==> config.mk <==
export PLATFORM = sky130hd
export DESIGN_NAME = mac_tx_framer
export DESIGN_NICKNAME = d
export VERILOG_FILES = /design/src/rtl/mac_tx_framer.sv
export SDC_FILE = /design/constraint.sdc
export NUM_CORES = 1
export LEC_CHECK = 0
export ABC_AREA = 0
export BUFFER_PORTS_ARGS = -buffer_cell sky130_fd_sc_hd__buf_2
export CAP_MARGIN = 30
export CORE_MARGIN = 5
export CORE_UTILIZATION = 50
export CTS_BUF_LIST = sky130_fd_sc_hd__clkbuf_16
export DETAILED_ROUTE_END_ITERATION = 6
export GPL_ROUTABILITY_DRIVEN = 0
export GPL_TIMING_DRIVEN = 0
export PLACE_DENSITY_LB_ADDON = 0.05
export SETUP_SLACK_MARGIN = 0.2
export SYNTH_ARGS = -nofsm -noshare
export SYNTH_HDL_FRONTEND = slang
export SYNTH_SLANG_ARGS = --single-unit
==> constraint.sdc <==
create_clock -name tx_clk -period 2.7 [get_ports tx_clk]
set_clock_uncertainty 0.1 [all_clocks]
set_input_delay 0.135 -clock tx_clk [delete_from_list [all_inputs] [get_ports tx_clk]]
set_output_delay 0.135 -clock tx_clk [all_outputs]
set_load 0.005 [all_outputs]
==> src/rtl/mac_tx_framer.sv <==
// mac_tx_framer: Ethernet Tx framing stage.
// Takes a body byte stream (destination MAC onward) and emits preamble+SFD,
// the body, optional zero padding, CRC-32 FCS, then an enforced idle gap.
// Build option: define MAC_TX_FRAMER_PAD_EN to zero-pad short bodies to
// MIN_BODY bytes before the FCS. Without it, the FCS follows the last body byte.
module mac_tx_framer #(
  parameter int IFG_LEN  = 12
`ifdef MAC_TX_FRAMER_PAD_EN
  , parameter int MIN_BODY = 60
`endif
) (
  input  logic        tx_clk,
  input  logic        tx_rst,
  input  logic        ce,
  input  logic [7:0]  in_data,
  input  logic        in_strobe,
  output logic [7:0]  out_data,
  output logic        out_strobe,
  output logic        overrun_err,
  output logic [15:0] frame_count
);

  typedef enum logic [2:0] {
    S_IDLE = 3'd0,
    S_PRE  = 3'd1,
    S_BODY = 3'd2,
`ifdef MAC_TX_FRAMER_PAD_EN
    S_PAD  = 3'd3,
`endif
    S_FCS  = 3'd4,
    S_GAP  = 3'd5
  } state_t;

  state_t            state_q, state_d;
  logic [2:0]        pre_cnt_q, pre_cnt_d;
  logic [10:0]       cnt_q, cnt_d;
  logic [1:0]        fcs_cnt_q, fcs_cnt_d;
  logic [7:0]        gap_cnt_q, gap_cnt_d;
  logic [31:0]       crc_q, crc_d;
  logic [15:0]       frame_count_q, frame_count_d;
  logic              in_prev_q, in_active_q, in_active_d;
  logic [7:0][7:0]   dl_data_q;
  logic [7:0]        dl_vld_q;
  logic [7:0]        out_data_q, out_data_d;
  logic              out_strobe_q, out_strobe_d;
  logic              overrun_q, overrun_d;

  logic              rise, start, take, need_pad;
  logic [7:0]        dl_out;
  logic              dl_out_vld;
  logic [31:0]       fcs;

  // Reflected CRC-32 (poly 04C11DB7), one byte per call, LSB first
  function automatic logic [31:0] crc_upd(input logic [31:0] c, input logic [7:0] b);
    logic [31:0] r;
    r = c ^ {24'd0, b};
    for (int i = 0; i < 8; i++)
      r = r[0] ? ((r >> 1) ^ 32'hEDB8_8320) : (r >> 1);
    return r;
  endfunction

  // in_prev_q resets high so a strobe already high at reset release is not a rise
  assign rise       = in_strobe & ~in_prev_q;
  assign start      = rise & (state_q == S_IDLE);
  // Only bytes of an accepted frame enter the delay line as valid
  assign take       = in_strobe & (in_active_q | start);
  assign in_active_d = start | (in_active_q & in_strobe);
  assign overrun_d  = rise & (state_q != S_IDLE);
  assign dl_out     = dl_data_q[7];
  assign dl_out_vld = dl_vld_q[7];
  assign fcs        = ~crc_q;

`ifdef MAC_TX_FRAMER_PAD_EN
  assign need_pad = (cnt_q < 11'(MIN_BODY));
`else
  assign need_pad = 1'b0;
`endif

  // State register plus all ce-qualified datapath state
  always_ff @(posedge tx_clk) begin
    if (tx_rst) begin
      state_q       <= S_IDLE;
      pre_cnt_q     <= '0;
      cnt_q         <= '0;
      fcs_cnt_q     <= '0;
      gap_cnt_q     <= '0;
      crc_q         <= 32'hFFFF_FFFF;
      frame_count_q <= '0;
      in_prev_q     <= 1'b1;
      in_active_q   <= 1'b0;
      dl_data_q     <= '0;
      dl_vld_q      <= '0;
      out_data_q    <= '0;
      out_strobe_q  <= 1'b0;
      overrun_q     <= 1'b0;
    end else if (ce) begin
      state_q       <= state_d;
      pre_cnt_q     <= pre_cnt_d;
      cnt_q         <= cnt_d;
      fcs_cnt_q     <= fcs_cnt_d;
      gap_cnt_q     <= gap_cnt_d;
      crc_q         <= crc_d;
      frame_count_q <= frame_count_d;
      in_prev_q     <= in_strobe;
      in_active_q   <= in_active_d;
      dl_data_q     <= {dl_data_q[6:0], in_data};
      dl_vld_q      <= {dl_vld_q[6:0], take};
      out_data_q    <= out_data_d;
      out_strobe_q  <= out_strobe_d;
      overrun_q     <= overrun_d;
    end
  end

  // Next-state and counter/CRC updates
  always_comb begin
    state_d       = state_q;
    pre_cnt_d     = pre_cnt_q;
    cnt_d         = cnt_q;
    fcs_cnt_d     = fcs_cnt_q;
    gap_cnt_d     = gap_cnt_q;
    crc_d         = crc_q;
    frame_count_d = frame_count_q;
    case (state_q)
      S_IDLE: if (start) begin
        state_d   = S_PRE;
        pre_cnt_d = 3'd1;
        cnt_d     = '0;
        crc_d     = 32'hFFFF_FFFF;
      end
      S_PRE: begin
        pre_cnt_d = pre_cnt_q + 3'd1;
        if (pre_cnt_q == 3'd7) state_d = S_BODY;
      end
      S_BODY: begin
        if (dl_out_vld) begin
          crc_d = crc_upd(crc_q, dl_out);
          cnt_d = (cnt_q == 11'h7FF) ? cnt_q : cnt_q + 11'd1;
`ifdef MAC_TX_FRAMER_PAD_EN
        end else if (need_pad) begin
          state_d = S_PAD;
          crc_d   = crc_upd(crc_q, 8'h00);
          cnt_d   = cnt_q + 11'd1;
`endif
        end else begin
          state_d   = S_FCS;
          fcs_cnt_d = 2'd1;
        end
      end
`ifdef MAC_TX_FRAMER_PAD_EN
      S_PAD: begin
        if (need_pad) begin
          crc_d = crc_upd(crc_q, 8'h00);
          cnt_d = cnt_q + 11'd1;
        end else begin
          state_d   = S_FCS;
          fcs_cnt_d = 2'd1;
        end
      end
`endif
      S_FCS: begin
        fcs_cnt_d = fcs_cnt_q + 2'd1;
        if (fcs_cnt_q == 2'd3) begin
          state_d       = S_GAP;
          gap_cnt_d     = '0;
          frame_count_d = frame_count_q + 16'd1;
        end
      end
      S_GAP: begin
        gap_cnt_d = gap_cnt_q + 8'd1;
        if (gap_cnt_q == 8'(IFG_LEN - 1)) state_d = S_IDLE;
      end
      default: state_d = S_IDLE;
    endcase
  end

  // Byte driven on this edge; the first pad/FCS byte goes out on the edge the body ends
  always_comb begin
    out_data_d   = 8'h00;
    out_strobe_d = 1'b0;
    case (state_q)
      S_IDLE: if (start) begin
        out_data_d   = 8'h55;
        out_strobe_d = 1'b1;
      end
      S_PRE: begin
        out_data_d   = (pre_cnt_q == 3'd7) ? 8'hD5 : 8'h55;
        out_strobe_d = 1'b1;
      end
      S_BODY: begin
        out_strobe_d = 1'b1;
        if (dl_out_vld)    out_data_d = dl_out;
        else if (need_pad) out_data_d = 8'h00;
        else               out_data_d = fcs[7:0];
      end
`ifdef MAC_TX_FRAMER_PAD_EN
      S_PAD: begin
        out_strobe_d = 1'b1;
        out_data_d   = need_pad ? 8'h00 : fcs[7:0];
      end
`endif
      S_FCS: begin
        out_strobe_d = 1'b1;
        out_data_d   = fcs[8*fcs_cnt_q +: 8];
      end
      default: ;
    endcase
  end

  assign out_data    = out_data_q;
  assign out_strobe  = out_strobe_q;
  assign overrun_err = overrun_q;
  assign frame_count = frame_count_q;

endmodule
## After elaboration in Yosys (flattened, before gate mapping)

Cells that the tools add are included.

- Add/sub/neg operators: 4
- Equal/unequal tests: 13
- Shifts and indexed selects: 1
- Multiplexer cells: 28
- Bitwise gates (word level): 18
- Reductions and logical operators: 13

Operators with widths:

| cell | count |
|---|---|
| 32-bit two-way mux | 10 |
| 13-bit NOT with 14-bit output | 8 |
| 32-bit case mux with 2 select lines | 1 |
| 32-bit NOT | 1 |
| 8-bit case mux with 4 select lines | 1 |
| 32-bit by 6-bit indexed part select with 8-bit output | 1 |
| 32-bit by 8-bit bitwise XOR with 32-bit output | 1 |
| 8-bit two-way mux | 3 |
| 16-bit by 1-bit adder with 16-bit output (second input constant) | 1 |
| 8-bit case mux with 2 select lines | 1 |
| 3-bit two-way mux | 5 |
| 3-bit case mux with 5 select lines | 1 |
| 2-bit != test (second input constant) | 6 |
| 3-bit AND reduction | 4 |
| 3-bit equality test (second input constant) | 3 |
| 8-bit by 1-bit adder with 8-bit output (second input constant) | 1 |
| 8-bit by 4-bit equality test with 1-bit output (second input constant) | 1 |
| 2-bit nonzero test | 4 |
| 7-bit two-way mux | 1 |
| 3-bit case mux with 2 select lines | 1 |
| 6-bit AND reduction | 1 |
| 1-bit bitwise AND | 5 |
| 2-bit case mux with 2 select lines | 1 |
| 4-bit AND reduction | 1 |
| 13 further kinds | 14 |

- Register bits: 148
- Output and inout port bits: 26
- Logic and storage cells: 97

## Longest topological paths before layout

- Word-level depth: 19
- Gate-level depth with buffers: 8

## Worst setup path after synthesis

No wires, ideal clock.

- Path type: register -> register
- Start: register crc_q[2]
- End: register crc_q[22]
- Library setup time: 0.123 ns
- Arrival time: 1.736 ns
- Slack: 0.741 ns
- Stages on the path, launching flop included: 7
- Period minus slack after synthesis: 1.959 ns
- Path through: dfxtp_1 > xnor2_2 > xnor2_2 > xnor2_1 > xnor2_1 > a21oi_1 > or2_2

- Cells in the longest elaborated chain, start to end: 14

Ends and longest elaborated chain:

| item | RTL line | text |
|---|---|---|
| start: declaration | 39 | `logic [31:0] crc_q, crc_d;` |
| start signal: assignment | 102 | `crc_q <= crc_d;` |
| 32-bit by 8-bit bitwise XOR with 32-bit output * | 56 | `r = c ^ {24'd0, b};` |
| 32-bit two-way mux * (3 in a row) | 58 | `r = r[0] ? ((r >> 1) ^ 32'hEDB8_8320) : (r >> 1);` |
| 13-bit NOT with 14-bit output (no source line) | n/a |  |
| 32-bit two-way mux * (2 in a row) | 58 |  |
| 13-bit NOT with 14-bit output (no source line) | n/a |  |
| 32-bit two-way mux * | 58 |  |
| 13-bit NOT with 14-bit output (no source line) | n/a |  |
| 32-bit two-way mux * (2 in a row) | 58 |  |
| 32-bit two-way mux * | 135 | `if (dl_out_vld) begin` |
| 32-bit case mux with 2 select lines * | 123 | `case (state_q)` |

Every way passes the cells marked *; elsewhere a longest branch is shown, timed or not. The select of a mux whose other input is x is not followed.
A chain may end at the register's enable or synchronous reset.

## Worst setup path after layout

- Start: register state_q[1]
- End: register crc_q[22]

- Cells in the longest elaborated chain, start to end: 4
- Elaborated cells on any way between the ends: 8

Ends and longest elaborated chain:

| item | RTL line | text |
|---|---|---|
| start: declaration | 34 | `state_t state_q, state_d;` |
| start signal: assignment | 97 | `state_q <= state_d;` |
| 3-bit zero test | 64, 123 |  |
| 1-bit bitwise AND | 64 | `assign start = rise & (state_q == S_IDLE);` |
| 2-bit != test (no source line) | n/a |  |
| 4-bit AND reduction (no source line) | n/a |  |

Parallel ways exist; a longest one is shown, timed or not.

==> flow_summary_export.csv <==
group,metric,value,unit
logic_synthesis,yosysSeqAreaShare,44.2,%
power_and_ir_drop,leakage,3.06,nW
clock_network,cts_sinks,148,
global_route,grt_first_pass_wirelength,26000,um
worst_setup_path,path_class,"register to register",
detailed_routing,ant_nets,0,
worst_setup_path,critPathArrivalTime,2550,ps
logic_synthesis,synthDistinctLibCells,46,
place,port_buffers,36,
logic_synthesis,synth_edf_count,0,
clock_network,clock_tree.root_cell,"clkbuf_16",
detailed_routing,vias_per_cell,5.45,
place,dp_hpwl,11000,um
logic_synthesis,ys.flop_type,"dfxtp_1",
global_route,grt_antenna_before_repair,0,
cells_and_area,seq_area,2960,um^2
cells_and_area,antennaDiodeCount,0,
floorplanning,boundaryPins,38,
logic_synthesis,syn_area,6700,um^2
worst_setup_path,cp-start-kind,"register",
cells_and_area,areaGrowthSynthToFinish,16.4,%
floorplanning,rows,42,
outcome,outcome,"finished, final reports clean",
floorplanning,core,13200,um^2
detailed_routing,wire_per_inst,16.3,um
global_route,grt_overflow,0,
timing,slew_viol_final,0,
worst_setup_path,crit_required,2910,ps
global_route,grtUsageTotal,20.3,%
floorplanning,initial_core_util,50.8,%
detailed_routing,drtIter0Drc,371,
clock_network,worstSkewPairLatency,430,ps
timing,max_slew.worst_pin.slew,1030,ps
logic_synthesis,async_reset_ff_share,0,%
cells_and_area,fin_nets,783,
global_route,grt_max_degree,17,
run,drv_cap,0,
timing,finalHoldViolations,0,
power_and_ir_drop,ir_worst_vdd,0.000448,V
clock_network,postCtsSetupBuffers,0,
timing,max-slew-margin-rel,30.7,%
clock_network,cts_tree,"yes",
detailed_routing,dr.pass1.iters,6,
worst_setup_path,critPathMostFrequentCell,"clkbuf_1",
floorplanning,dieArea,15800,um^2
detailed_routing,vias,5203,
logic_synthesis,synth.ff_latch_count,148,
timing,max_freq,428,MHz
detailed_routing,drc_errors,0,
clock_network,htreeDepth,4,
worst_setup_path,path_delay_family,"simple AND/OR/NAND/NOR gates",
worst_setup_path,path_cells,"clkbuf_1 -> mux2i_1 -> or3_1 -> clkbuf_1 -> nor2_1 -> a21oi_1 -> or2_2",
timing,setup_viol,0,
timing,period_needed,2330,ps
timing,fin_tns_setup,0,ps
floorplanning,die_y,126,um
worst_setup_path,critPathMaxStageDelay,350,ps
global_route,first_global_vias,5094,
logic_synthesis,avgSynthCellArea,9.54,um^2
worst_setup_path,path_max_fanout,10,
cells_and_area,multi_input_area,3590,um^2
timing,period_share,86.5,%
cells_and_area,fillCellCount,1174,
logic_synthesis,syn_nets,719,
worst_setup_path,end_kind,"register",
worst_setup_path,crit_buf_inv,2,
logic_synthesis,synth_cells,702,
timing,grt_setup_unrepaired,"no",
power_and_ir_drop,power-per-cell-area,613,nW/um^2
timing,setup_ws,365,ps
cells_and_area,layout-drive-gt1-share,12.5,%
logic_synthesis,yosysWarnings,0,
place,preCtsSetupSlack,126,ps
min_path,hold_class,"input port to register",
clock_network,cts_made_buffers,17,
clock_network,clkTransAtPathRegs,60,ps
worst_setup_path,crit_path_top_delay_cell,"or3_1",
floorplanning,die_w,126,um
detailed_routing,routed_wl,15600,um
clock_network,clk_path_buf_depth,2,
state kept, by name, summed over array words and instances, names as in the netlist:
register / cells
crc_q: 32
dl_data_q: 56
dl_out: 8
dl_vld_q: 8
fcs_cnt_q: 2
frame_count: 16
gap_cnt_q: 8
in_active_q: 1
in_prev_q: 1
out_data: 8
out_strobe: 1
overrun_err: 1
pre_cnt_q: 3
state_q: 3
cells in the mapped netlist (2+ instances only):
master	count	area [um^2]
o22ai_1	22	138
inv_1	3	11.3
and3_1	4	25.0
dfxtp_1	148	2960
mux2i_1	75	751
mux4_2	7	158
nor3_1	14	70.1
xnor2_1	49	429
a311oi_1	2	17.5
xor2_4	2	55.1
o21bai_1	6	45.0
nor2_1	137	514
nand4_1	7	43.8
a211o_1	2	17.5
nand2b_1	24	150
xnor2_2	8	130
o221ai_1	4	35.0
buf_1	7	26.3
a22oi_1	9	67.6
or2_2	5	31.3
xor2_1	29	254
o21ai_0	11	55.1
a31oi_1	2	12.5
a21oi_1	25	125
clkbuf_1	36	135
ha_1	5	62.6
or3_1	3	18.8
nand2_1	22	82.6
and2_1	2	12.5
nand3_1	14	70.1
nand4b_1	2	17.5
nor2b_1	2	12.5
where the power goes:
part | total, mW | switching [mW] | internal [mW]
sequential | 2.23 | 0.0176 | 2.21
clock | 2.28 | 0.996 | 1.29
combinational | 0.270 | 0.162 | 0.108
total | 4.78 | 1.18 | 3.61
per-stage QoR:
step / util, % / cell area (um^2) / hold slack [ps] / cells / total power [mW]
CTS: 58.9 / 7770 / 101 / 955 / 4.82
detailed placement: 53.8 / 7100 / 277 / 914 / 2.53
floorplan: - / 6700 / 182 / 702 / 2.46
global placement: 53.8 / 7100 / 271 / 914 / 2.53
global route: 59.1 / 7800 / 107 / 955 / 4.96
finish: 59.1 / 7800 / 89.4 / 955 / 4.78
layout make-up:
cell class	instances	area share, %
plain buffers	43	2.17
repair buffers	45	3.47
flip-flops and latches	148	38.0
well taps	176	2.82
multi-input cells	508	46.1
clock buffers	17	5.46
inverters	3	0.144
clock inverters	15	1.86
final timing paths:
path                       startpoint  slack (ps)                        to  depth (start not counted)
max reg2reg   state_q[1]$_SDFFE_PP0P_         370    crc_q[22]$_SDFFE_PP1P_                          7
min reg2reg  overrun_err$_SDFFE_PP0P_         370  overrun_err$_SDFFE_PP0P_                          2
min                            tx_rst          90     crc_q[6]$_SDFFE_PP1P_                          2
max           state_q[1]$_SDFFE_PP0P_         370    crc_q[22]$_SDFFE_PP1P_                          7
cells in the final DEF, fill, tap and decap left out, types with 17 or more instances in the layout:
cell type / Yosys / final
a21oi_1: 25 / 25
buf_2: 0 / 36
clkbuf_1: 36 / 35
clkbuf_16: 0 / 17
dfxtp_1: 148 / 148
mux2i_1: 75 / 75
nand2_1: 22 / 21
nand2b_1: 24 / 24
nor2_1: 137 / 137
o22ai_1: 22 / 22
xnor2_1: 49 / 47
xor2_1: 29 / 29
timing repair:
item / in CTS / in global routing
resized for setup: 1 / 7
hold buffers: 9 / 0
pin swaps: 0 / 0
endpoints found under the hold margin: 11 / 0
cloned: 0 / 0
setup endpoints to repair: 10 / 18
cell families (layout without fill, tap and decap cells):
family	Yosys count	count (layout)	synth area share, %
xor gates and xnor gates	90	90	13.6
adders and majority gates	5	5	0.934
DFF	148	148	44.2
muxes	83	83	14.0
and+or+nand+nor	242	242	16.4
buffers and inverters	46	123	2.58
AOI/OAI and AO/OA	88	88	8.26
routing by layer:
metal / up-vias / share of wire, % / track usage (%)
li1: 2540 / - / -
met1: 2484 / 48 / 27.9
met2: 147 / 45 / 31.2
met3: 32 / 5.0 / 4.28
met4: 0 / 2.4 / 8.26
met5: - / 0 / 0
Note: power is estimated with default switching activity, not from simulation.
